--- src/rtl/ysyx_24120013_pkg.sv ---
// Shared definitions for the NPC instruction sequencer: FSM encoding, halt causes,
// and the stop-condition decode used in EXEC.
package ysyx_24120013_pkg;

   localparam int unsigned STATE_W = 3;
   typedef logic [STATE_W-1:0] state_t;

   localparam state_t S_IDLE  = 3'd0;
   localparam state_t S_FETCH = 3'd1;
   localparam state_t S_WAIT  = 3'd2;
   localparam state_t S_EXEC  = 3'd3;
   localparam state_t S_WB    = 3'd4;
   localparam state_t S_HALT  = 3'd5;

   typedef logic [1:0] halt_code_t;
   localparam halt_code_t HALT_EBREAK   = 2'd0;
   localparam halt_code_t HALT_ILLEGAL  = 2'd1;
   localparam halt_code_t HALT_MISALIGN = 2'd2;

   localparam logic [31:0] RESET_PC_DEFAULT = 32'h8000_0000;

   typedef struct packed {
      logic       stop;    // leave the fetch loop for HALT
      logic       retire;  // the stopping instruction still counts as retired
      halt_code_t code;
   } stop_t;

   // Priority: illegal > ebreak > misaligned next PC.
   function automatic stop_t stop_decode(input logic       illegal,
                                         input logic       ebreak,
                                         input logic [1:0] dnpc_lsb);
      stop_t s;
      s = '{stop: 1'b0, retire: 1'b0, code: HALT_EBREAK};
      if (illegal) begin
         s = '{stop: 1'b1, retire: 1'b0, code: HALT_ILLEGAL};
      end else if (ebreak) begin
         s = '{stop: 1'b1, retire: 1'b1, code: HALT_EBREAK};
      end else if (dnpc_lsb != 2'b00) begin
         s = '{stop: 1'b1, retire: 1'b0, code: HALT_MISALIGN};
      end
      return s;
   endfunction

endpackage

--- src/rtl/ysyx_24120013_ctrl_if.sv ---
// Instruction-fetch port: valid/ready request toward memory, valid-only response back.
interface ysyx_24120013_ctrl_if #(
   parameter int unsigned ADDR_WIDTH = 32
);
   logic                  req_valid;
   logic [ADDR_WIDTH-1:0] req_addr;
   logic                  req_ready;
   logic                  rsp_valid;
   logic [31:0]           rsp_inst;

   modport master (
      output req_valid, req_addr,
      input  req_ready, rsp_valid, rsp_inst
   );

   modport slave (
      input  req_valid, req_addr,
      output req_ready, rsp_valid, rsp_inst
   );
endinterface

--- src/rtl/ysyx_24120013_perf_cnt.sv ---
// Free-running 64-bit cycle and retired-instruction counters; both wrap modulo 2^64.
module ysyx_24120013_perf_cnt (
   input  logic        clk,
   input  logic        rst,
   input  logic        inc_cycle,
   input  logic        inc_instret,
   output logic [63:0] cycle_cnt,
   output logic [63:0] instret_cnt
);

   logic [63:0] cycle_q, cycle_d;
   logic [63:0] instret_q, instret_d;

   always_comb begin
      cycle_d   = cycle_q + 64'(inc_cycle);
      instret_d = instret_q + 64'(inc_instret);
   end

   always_ff @(posedge clk) begin
      if (rst) begin
         cycle_q   <= '0;
         instret_q <= '0;
      end else begin
         cycle_q   <= cycle_d;
         instret_q <= instret_d;
      end
   end

   assign cycle_cnt   = cycle_q;
   assign instret_cnt = instret_q;

endmodule

--- src/rtl/ysyx_24120013_ctrl.sv ---
// Multi-cycle sequencer: FETCH -> WAIT -> EXEC -> WB per instruction, owns the PC,
// the latched instruction, the register-file write strobe and the halt status.
module ysyx_24120013_ctrl
   import ysyx_24120013_pkg::*;
#(
   parameter int unsigned           ADDR_WIDTH = 32,
   parameter int unsigned           DATA_WIDTH = 32,
   parameter logic [ADDR_WIDTH-1:0] RESET_PC   = ADDR_WIDTH'(RESET_PC_DEFAULT)
) (
   input  logic                  clk,
   input  logic                  rst,

   ysyx_24120013_ctrl_if.master  ifu,

   output logic [31:0]           inst,
   output logic                  inst_valid,

   input  logic                  exu_wen,
   input  logic [4:0]            exu_waddr,
   input  logic [DATA_WIDTH-1:0] exu_wdata,
   input  logic [ADDR_WIDTH-1:0] exu_dnpc,
   input  logic                  idu_ebreak,
   input  logic                  idu_illegal,

   output logic                  rf_wen,
   output logic [4:0]            rf_waddr,
   output logic [DATA_WIDTH-1:0] rf_wdata,

   output logic [ADDR_WIDTH-1:0] pc,
   output logic                  halt,
   output logic [1:0]            halt_code,
   output logic [63:0]           cycle_cnt,
   output logic [63:0]           instret_cnt
);

   state_t                state_q, state_d;
   logic [ADDR_WIDTH-1:0] pc_q, pc_d;
   logic [ADDR_WIDTH-1:0] dnpc_q, dnpc_d;
   logic [31:0]           inst_q, inst_d;
   logic                  rf_wen_q, rf_wen_d;
   logic [4:0]            rf_waddr_q, rf_waddr_d;
   logic [DATA_WIDTH-1:0] rf_wdata_q, rf_wdata_d;
   logic                  halt_q, halt_d;
   halt_code_t            halt_code_q, halt_code_d;

   stop_t                 exec_stop;
   logic                  fetch_fire;
   logic                  inc_instret;

   assign exec_stop  = stop_decode(idu_illegal, idu_ebreak, exu_dnpc[1:0]);
   assign fetch_fire = (state_q == S_FETCH) && ifu.req_ready;

   // ---------------- FSM: state register ----------------
   // NOTE: sequential state is updated only with non-blocking assignments so every
   // flop samples the pre-edge values of the others, independent of process order.
   always_ff @(posedge clk) begin
      if (rst) begin
         state_q <= S_IDLE;
      end else begin
         state_q <= state_d;
      end
   end

   // ---------------- FSM: next-state logic ----------------
   // NOTE: every always_comb output gets a default first, so no path leaves it
   // unassigned and no latch is inferred.
   always_comb begin
      state_d = state_q;
      unique case (state_q)
         S_IDLE:  state_d = S_FETCH;
         S_FETCH: if (fetch_fire)    state_d = S_WAIT;
         S_WAIT:  if (ifu.rsp_valid) state_d = S_EXEC;
         S_EXEC:  state_d = exec_stop.stop ? S_HALT : S_WB;
         S_WB:    state_d = S_FETCH;
         S_HALT:  state_d = S_HALT;
         default: state_d = S_IDLE;
      endcase
   end

   // ---------------- FSM: state-decoded outputs ----------------
   always_comb begin
      ifu.req_valid = (state_q == S_FETCH);
      ifu.req_addr  = pc_q;
      inst_valid    = (state_q == S_EXEC);
   end

   // ---------------- datapath next values ----------------
   always_comb begin
      pc_d        = pc_q;
      dnpc_d      = dnpc_q;
      inst_d      = inst_q;
      rf_wen_d    = 1'b0;
      rf_waddr_d  = rf_waddr_q;
      rf_wdata_d  = rf_wdata_q;
      halt_d      = halt_q;
      halt_code_d = halt_code_q;
      unique case (state_q)
         S_WAIT: begin
            if (ifu.rsp_valid) inst_d = ifu.rsp_inst;
         end
         S_EXEC: begin
            if (exec_stop.stop) begin
               halt_d      = 1'b1;
               halt_code_d = exec_stop.code;
            end else begin
               dnpc_d     = exu_dnpc;
               rf_wen_d   = exu_wen && (exu_waddr != 5'd0);
               rf_waddr_d = exu_waddr;
               rf_wdata_d = exu_wdata;
            end
         end
         S_WB:    pc_d = dnpc_q;
         default: ;
      endcase
   end

   always_ff @(posedge clk) begin
      if (rst) begin
         pc_q        <= RESET_PC;
         dnpc_q      <= RESET_PC;
         inst_q      <= '0;
         rf_wen_q    <= 1'b0;
         rf_waddr_q  <= '0;
         rf_wdata_q  <= '0;
         halt_q      <= 1'b0;
         halt_code_q <= HALT_EBREAK;
      end else begin
         pc_q        <= pc_d;
         dnpc_q      <= dnpc_d;
         inst_q      <= inst_d;
         rf_wen_q    <= rf_wen_d;
         rf_waddr_q  <= rf_waddr_d;
         rf_wdata_q  <= rf_wdata_d;
         halt_q      <= halt_d;
         halt_code_q <= halt_code_d;
      end
   end

   // ebreak retires on its way into HALT; illegal and misaligned stops do not.
   assign inc_instret = (state_q == S_WB) || ((state_q == S_EXEC) && exec_stop.retire);

   ysyx_24120013_perf_cnt u_perf_cnt (
      .clk         (clk),
      .rst         (rst),
      .inc_cycle   (1'b1),
      .inc_instret (inc_instret),
      .cycle_cnt   (cycle_cnt),
      .instret_cnt (instret_cnt)
   );

   assign inst      = inst_q;
   // A WB write coinciding with reset must not reach the register file.
   assign rf_wen    = rf_wen_q && !rst;
   assign rf_waddr  = rf_waddr_q;
   assign rf_wdata  = rf_wdata_q;
   assign pc        = pc_q;
   assign halt      = halt_q;
   assign halt_code = halt_code_q;

endmodule
--- src/flat_wrapper.sv ---
// flat-port wrapper written by rule: the top's interface ports become plain ports
module ysyx_24120013_ctrl_flat import ysyx_24120013_pkg::*;
#(
   parameter int unsigned           ADDR_WIDTH = 32,
   parameter int unsigned           DATA_WIDTH = 32,
   parameter logic [ADDR_WIDTH-1:0] RESET_PC   = ADDR_WIDTH'(RESET_PC_DEFAULT)
)
  (clk, rst, inst, inst_valid, exu_wen, exu_waddr, exu_wdata, exu_dnpc, idu_ebreak, idu_illegal, rf_wen, rf_waddr, rf_wdata, pc, halt, halt_code, cycle_cnt, instret_cnt, ifu_req_valid, ifu_req_addr, ifu_req_ready, ifu_rsp_valid, ifu_rsp_inst);
  ysyx_24120013_ctrl_if #(.ADDR_WIDTH(ADDR_WIDTH)) ifu_i ();
  input  logic clk;
  input  logic rst;
  output logic [31:0] inst;
  output logic inst_valid;
  input  logic exu_wen;
  input  logic [4:0] exu_waddr;
  input  logic [DATA_WIDTH-1:0] exu_wdata;
  input  logic [ADDR_WIDTH-1:0] exu_dnpc;
  input  logic idu_ebreak;
  input  logic idu_illegal;
  output logic rf_wen;
  output logic [4:0] rf_waddr;
  output logic [DATA_WIDTH-1:0] rf_wdata;
  output logic [ADDR_WIDTH-1:0] pc;
  output logic halt;
  output logic [1:0] halt_code;
  output logic [63:0] cycle_cnt;
  output logic [63:0] instret_cnt;
  output wire logic [$bits(ifu_i.req_valid)-1:0] ifu_req_valid;
  output wire logic [$bits(ifu_i.req_addr)-1:0] ifu_req_addr;
  input wire logic [$bits(ifu_i.req_ready)-1:0] ifu_req_ready;
  input wire logic [$bits(ifu_i.rsp_valid)-1:0] ifu_rsp_valid;
  input wire logic [$bits(ifu_i.rsp_inst)-1:0] ifu_rsp_inst;
  assign ifu_req_valid = ifu_i.req_valid;
  assign ifu_req_addr = ifu_i.req_addr;
  assign ifu_i.req_ready = ifu_req_ready;
  assign ifu_i.rsp_valid = ifu_rsp_valid;
  assign ifu_i.rsp_inst = ifu_rsp_inst;
  ysyx_24120013_ctrl #(.ADDR_WIDTH(ADDR_WIDTH), .DATA_WIDTH(DATA_WIDTH), .RESET_PC(RESET_PC)) u_core (.clk(clk), .rst(rst), .ifu(ifu_i), .inst(inst), .inst_valid(inst_valid), .exu_wen(exu_wen), .exu_waddr(exu_waddr), .exu_wdata(exu_wdata), .exu_dnpc(exu_dnpc), .idu_ebreak(idu_ebreak), .idu_illegal(idu_illegal), .rf_wen(rf_wen), .rf_waddr(rf_waddr), .rf_wdata(rf_wdata), .pc(pc), .halt(halt), .halt_code(halt_code), .cycle_cnt(cycle_cnt), .instret_cnt(instret_cnt));
endmodule
--- config.mk ---
export PLATFORM = sky130hd
export DESIGN_NAME = ysyx_24120013_ctrl_flat
export DESIGN_NICKNAME = d
export VERILOG_FILES = /design/src/rtl/ysyx_24120013_pkg.sv /design/src/rtl/ysyx_24120013_ctrl_if.sv /design/src/rtl/ysyx_24120013_perf_cnt.sv /design/src/rtl/ysyx_24120013_ctrl.sv /design/src/flat_wrapper.sv
export SDC_FILE = /design/constraint.sdc
export NUM_CORES = 1
export LEC_CHECK = 0
export CAP_MARGIN = 10
export CORE_MARGIN = 2
export CORE_UTILIZATION = 50
export CTS_CLUSTER_SIZE = 24
export DETAILED_ROUTE_END_ITERATION = 7
export DONT_BUFFER_PORTS = 1
export PLACE_DENSITY = 0.73
export REMOVE_ABC_BUFFERS = 1
export SYNTH_ARGS = -nofsm -noshare
export SYNTH_HDL_FRONTEND = slang
export SYNTH_HIERARCHICAL = 1
export SYNTH_SLANG_ARGS = --single-unit
--- constraint.sdc ---
create_clock -name clk -period 4.7 [get_ports clk]
set_clock_uncertainty 0.1 [all_clocks]
set_input_delay 0.94 -clock clk [delete_from_list [all_inputs] [get_ports clk]]
set_output_delay 0.94 -clock clk [all_outputs]
set_load 0.03 [all_outputs]
==> impl_metrics.json <==
{
  "ys_ff_latch": 268,
  "rsz0062_at_grt": "no",
  "synthCells": 1342,
  "drcViolationCount": 0,
  "synth_most_common_cell": "dfxtp_1",
  "tightest_slew_ns": 1.03,
  "dieArea_um2": 24500,
  "ys_warn_count": 6,
  "cts.sinks": 268,
  "hold_viol": 0,
  "clkSlewWorstSetupHoldPaths_ns": 0.06,
  "finalMaxSlewViolations": 0,
  "synth_top_cell_area_share_pct": 46.1,
  "die_h_um": 157,
  "synth_area_um2": 11600,
  "hpwl_mm": 20.0,
  "holdWs_ns": 0.365,
  "drv_cap": 0,
  "rr_startpoint": "u_core/state_q[0]",
  "path_class": "flop to flop",
  "track_usage_pct": 23.3,
  "hold_end": "u_core/dnpc_q[7]",
  "drt_pass1_iterations": 5,
  "required_ns": 5.05,
  "synth_edf_count": 0,
  "hp-class": "flop to flop",
  "ctsResizeCount": 0,
  "synth_largest_area_cell": "dfxtp_1",
  "h-tree-depth": 1,
  "maxSlewHeadroom_pct": 30.8,
  "postRouteWirelength_mm": 30.8,
  "post_drt_wl_per_cell_um": 19.7,
  "antenna_cells": 0,
  "end_kind": "flop",
  "setup_viol": 0,
  "tritoncts": "built",
  "r2r_end": "u_core/u_perf_cnt/instret_cnt[48]",
  "final_cells": 1566,
  "status": "completed",
  "drt-initial-drc-count": 847,
  "power_density_nw_per_um2": 374,
  "setup_ws_ns": 0.914,
  "rows": 55,
  "grt_pass1_vias": 9080,
  "die_x_um": 157,
  "place_congestion": 0.803,
  "place_inst": 1513,
  "ant_nets": 0,
  "layout-drive-gt1-share_pct": 6.71,
  "crit_fanout": 16,
  "nNetsFinal": 1371,
  "synthArstFlopShare_pct": 0,
  "floorplan.initialDensity_pct": 51.2,
  "hold_depth": 2,
  "post-cts-setup-buffers": 0,
  "ys.flop_type": "dfxtp_1",
  "dp_slack_ns": 0.937,
  "antenna_found_initial": 1,
  "ys_seq_area_share_pct": 46.1,
  "avgViaCountPerCell": 6.20,
  "vias": 9703,
  "min-delay-start": "u_core/dnpc_q[7]",
  "cts_hold_buf": 0,
  "p_leak_nw": 3.85,
  "clk_latency_ns": 0.53,
  "grt_pass1_wl_mm": 47.5,
  "cts_buffer_depth": 3,
  "ys_types": 50,
  "io_pins": 375,
  "synth_common_cells": "268 x dfxtp_1, 140 x a21oi_1, 138 x nor2_1, 109 x nand3_1, 104 x nand2_1",
  "grt_overflow": 0,
  "arrival_ns": 4.14,
  "startpoint_type": "flop",
  "rrSetupSlack_ns": 0.91,
  "area_growth_pct": 6.81,
  "syn_avg_cell_area_um2": 8.67,
  "reg2regPathDepth": 10,
  "cts_made_buffers": 28,
  "grt_max_degree": 274,
  "synth_area_leaders": "dfxtp_1 46%, a21oi_1 6.0%, o41ai_1 5.0%",
  "max_freq_mhz": 264,
  "core-area_um2": 22700,
  "port_buffers": 0,
  "finalCriticalPeriod_ns": 3.79,
  "root_buffer": "clkbuf_16",
  "irDropWorstVdd_mv": 0.247,
  "min_period_over_period_pct": 80.6
}
-- per-stage QoR --
stage | power (W) | instance area [um2] | TNS (ns) | util [%]
2_1_floorplan | 0.00242 | 11000 | -66.57 | -
3_3_place_gp | 0.00244 | 11500 | 0 | 50.5
3_5_place_dp | 0.00244 | 11500 | 0 | 50.5
6_report | 0.00464 | 12400 | 0 | 54.7
5_1_grt | 0.00479 | 12400 | 0 | 54.7
4_1_cts | 0.00469 | 12400 | 0 | 54.7
-- flip-flops by register name, indices dropped and copies added (netlist names) --
signal                         count
u_core/dnpc_q                     32
u_core/halt                        1
u_core/rf_wdata                   32
u_core/rf_wen_q                    1
u_core/ifu.req_addr               32
u_core/u_perf_cnt/instret_cnt     64
u_core/u_perf_cnt/cycle_cnt       64
u_core/state_q                     3
u_core/halt_code                   2
u_core/rf_waddr                    5
u_core/inst                       32
-- worst max-delay path by stage --
| stage | from | endpoint | slack (ns) |
|---|---|---|---|
| after floorplan | u_core/state_q[2] | u_core/u_perf_cnt/instret_cnt[60] | -1.60 |
| after global placement | idu_illegal | u_core/u_perf_cnt/instret_cnt[56] | 1.01 |
| after detailed placement | idu_illegal | u_core/u_perf_cnt/instret_cnt[56] | 0.94 |
| after CTS | u_core/state_q[0] | u_core/u_perf_cnt/instret_cnt[56] | 0.93 |
| after global routing | u_core/state_q[0] | u_core/u_perf_cnt/instret_cnt[62] | 0.53 |
| final | u_core/state_q[0] | u_core/u_perf_cnt/instret_cnt[48] | 0.91 |
-- logic make-up (layout without fill, tap and decap cells) --
group | after synthesis | after routing | synth area share [%]
xor gates and xnor gates | 82 | 82 | 6.18
adders and majority gates | 4 | 4 | 0.430
AOI/OAI and AO/OA | 254 | 254 | 13.4
other | 1 | 1 | 0.0322
muxes | 34 | 34 | 2.94
buffers and inverters | 142 | 81 | 6.07
and+or+nand+nor | 557 | 557 | 24.8
DFF | 268 | 268 | 46.1
-- cells in the final DEF (no fill, tap or decap), types with 3 or more instances in the layout --
cell	instances
or4_1	12
nor2_1	138
a21oi_1	140
nand3_1	109
buf_4	13
o31ai_1	7
and2_1	3
xor2_1	52
xnor2_1	30
nor3b_1	3
clkinvlp_4	3
dfxtp_1	268
or3_1	37
clkbuf_1	4
and4_1	5
o21ai_0	36
nor4_1	17
mux2i_1	33
o41ai_1	66
ha_1	4
inv_1	14
nand4_1	65
or2_2	4
nor3_1	19
nand2_1	104
nor2b_1	11
clkinv_2	6
clkbuf_16	29
clkbuf_8	6
and3_1	10
nor4_4	4
-- layer usage --
layer / global-route usage, % / wire length (um) / vias up / part of all wire [%]
met3: 7.73 / 2920 / 61 / 9.5
met5: 0 / 11 / - / 0.036
li1: - / - / 4645 / -
met2: 38.5 / 14600 / 399 / 47
met1: 28.8 / 12500 / 4596 / 41
met4: 7.51 / 821 / 2 / 2.7
-- cell type report --
cell class	instances	area (um2)
Sequential cell	268	5370
Multi-Input combinational cell	932	5590
Timing Repair Buffer	14	103
Tap cell	285	357
Fill cell	2061	10300
Clock buffer	39	823
Clock inverter	13	130
Inverter	15	56.3
-- report_power, final --
group	internal [W]	switching [W]
Sequential	0.00228	0.0000331
Combinational	0.0000239	0.0000530
Clock	0.00133	0.000918
Total	0.00364	0.00100
-- worst max-delay path, stage by stage (launching register included) --
cell      delay, ns
dfxtp_1        0.57
nand3b_4       0.12
inv_2          0.24
a31o_2         0.21
ha_1           0.19
ha_1           0.26
nand4_1        0.17
nor2_1         0.74
nand4_1        0.47
or3_1          0.48
a21oi_1        0.15
Note: power is estimated with default switching activity, not from simulation.
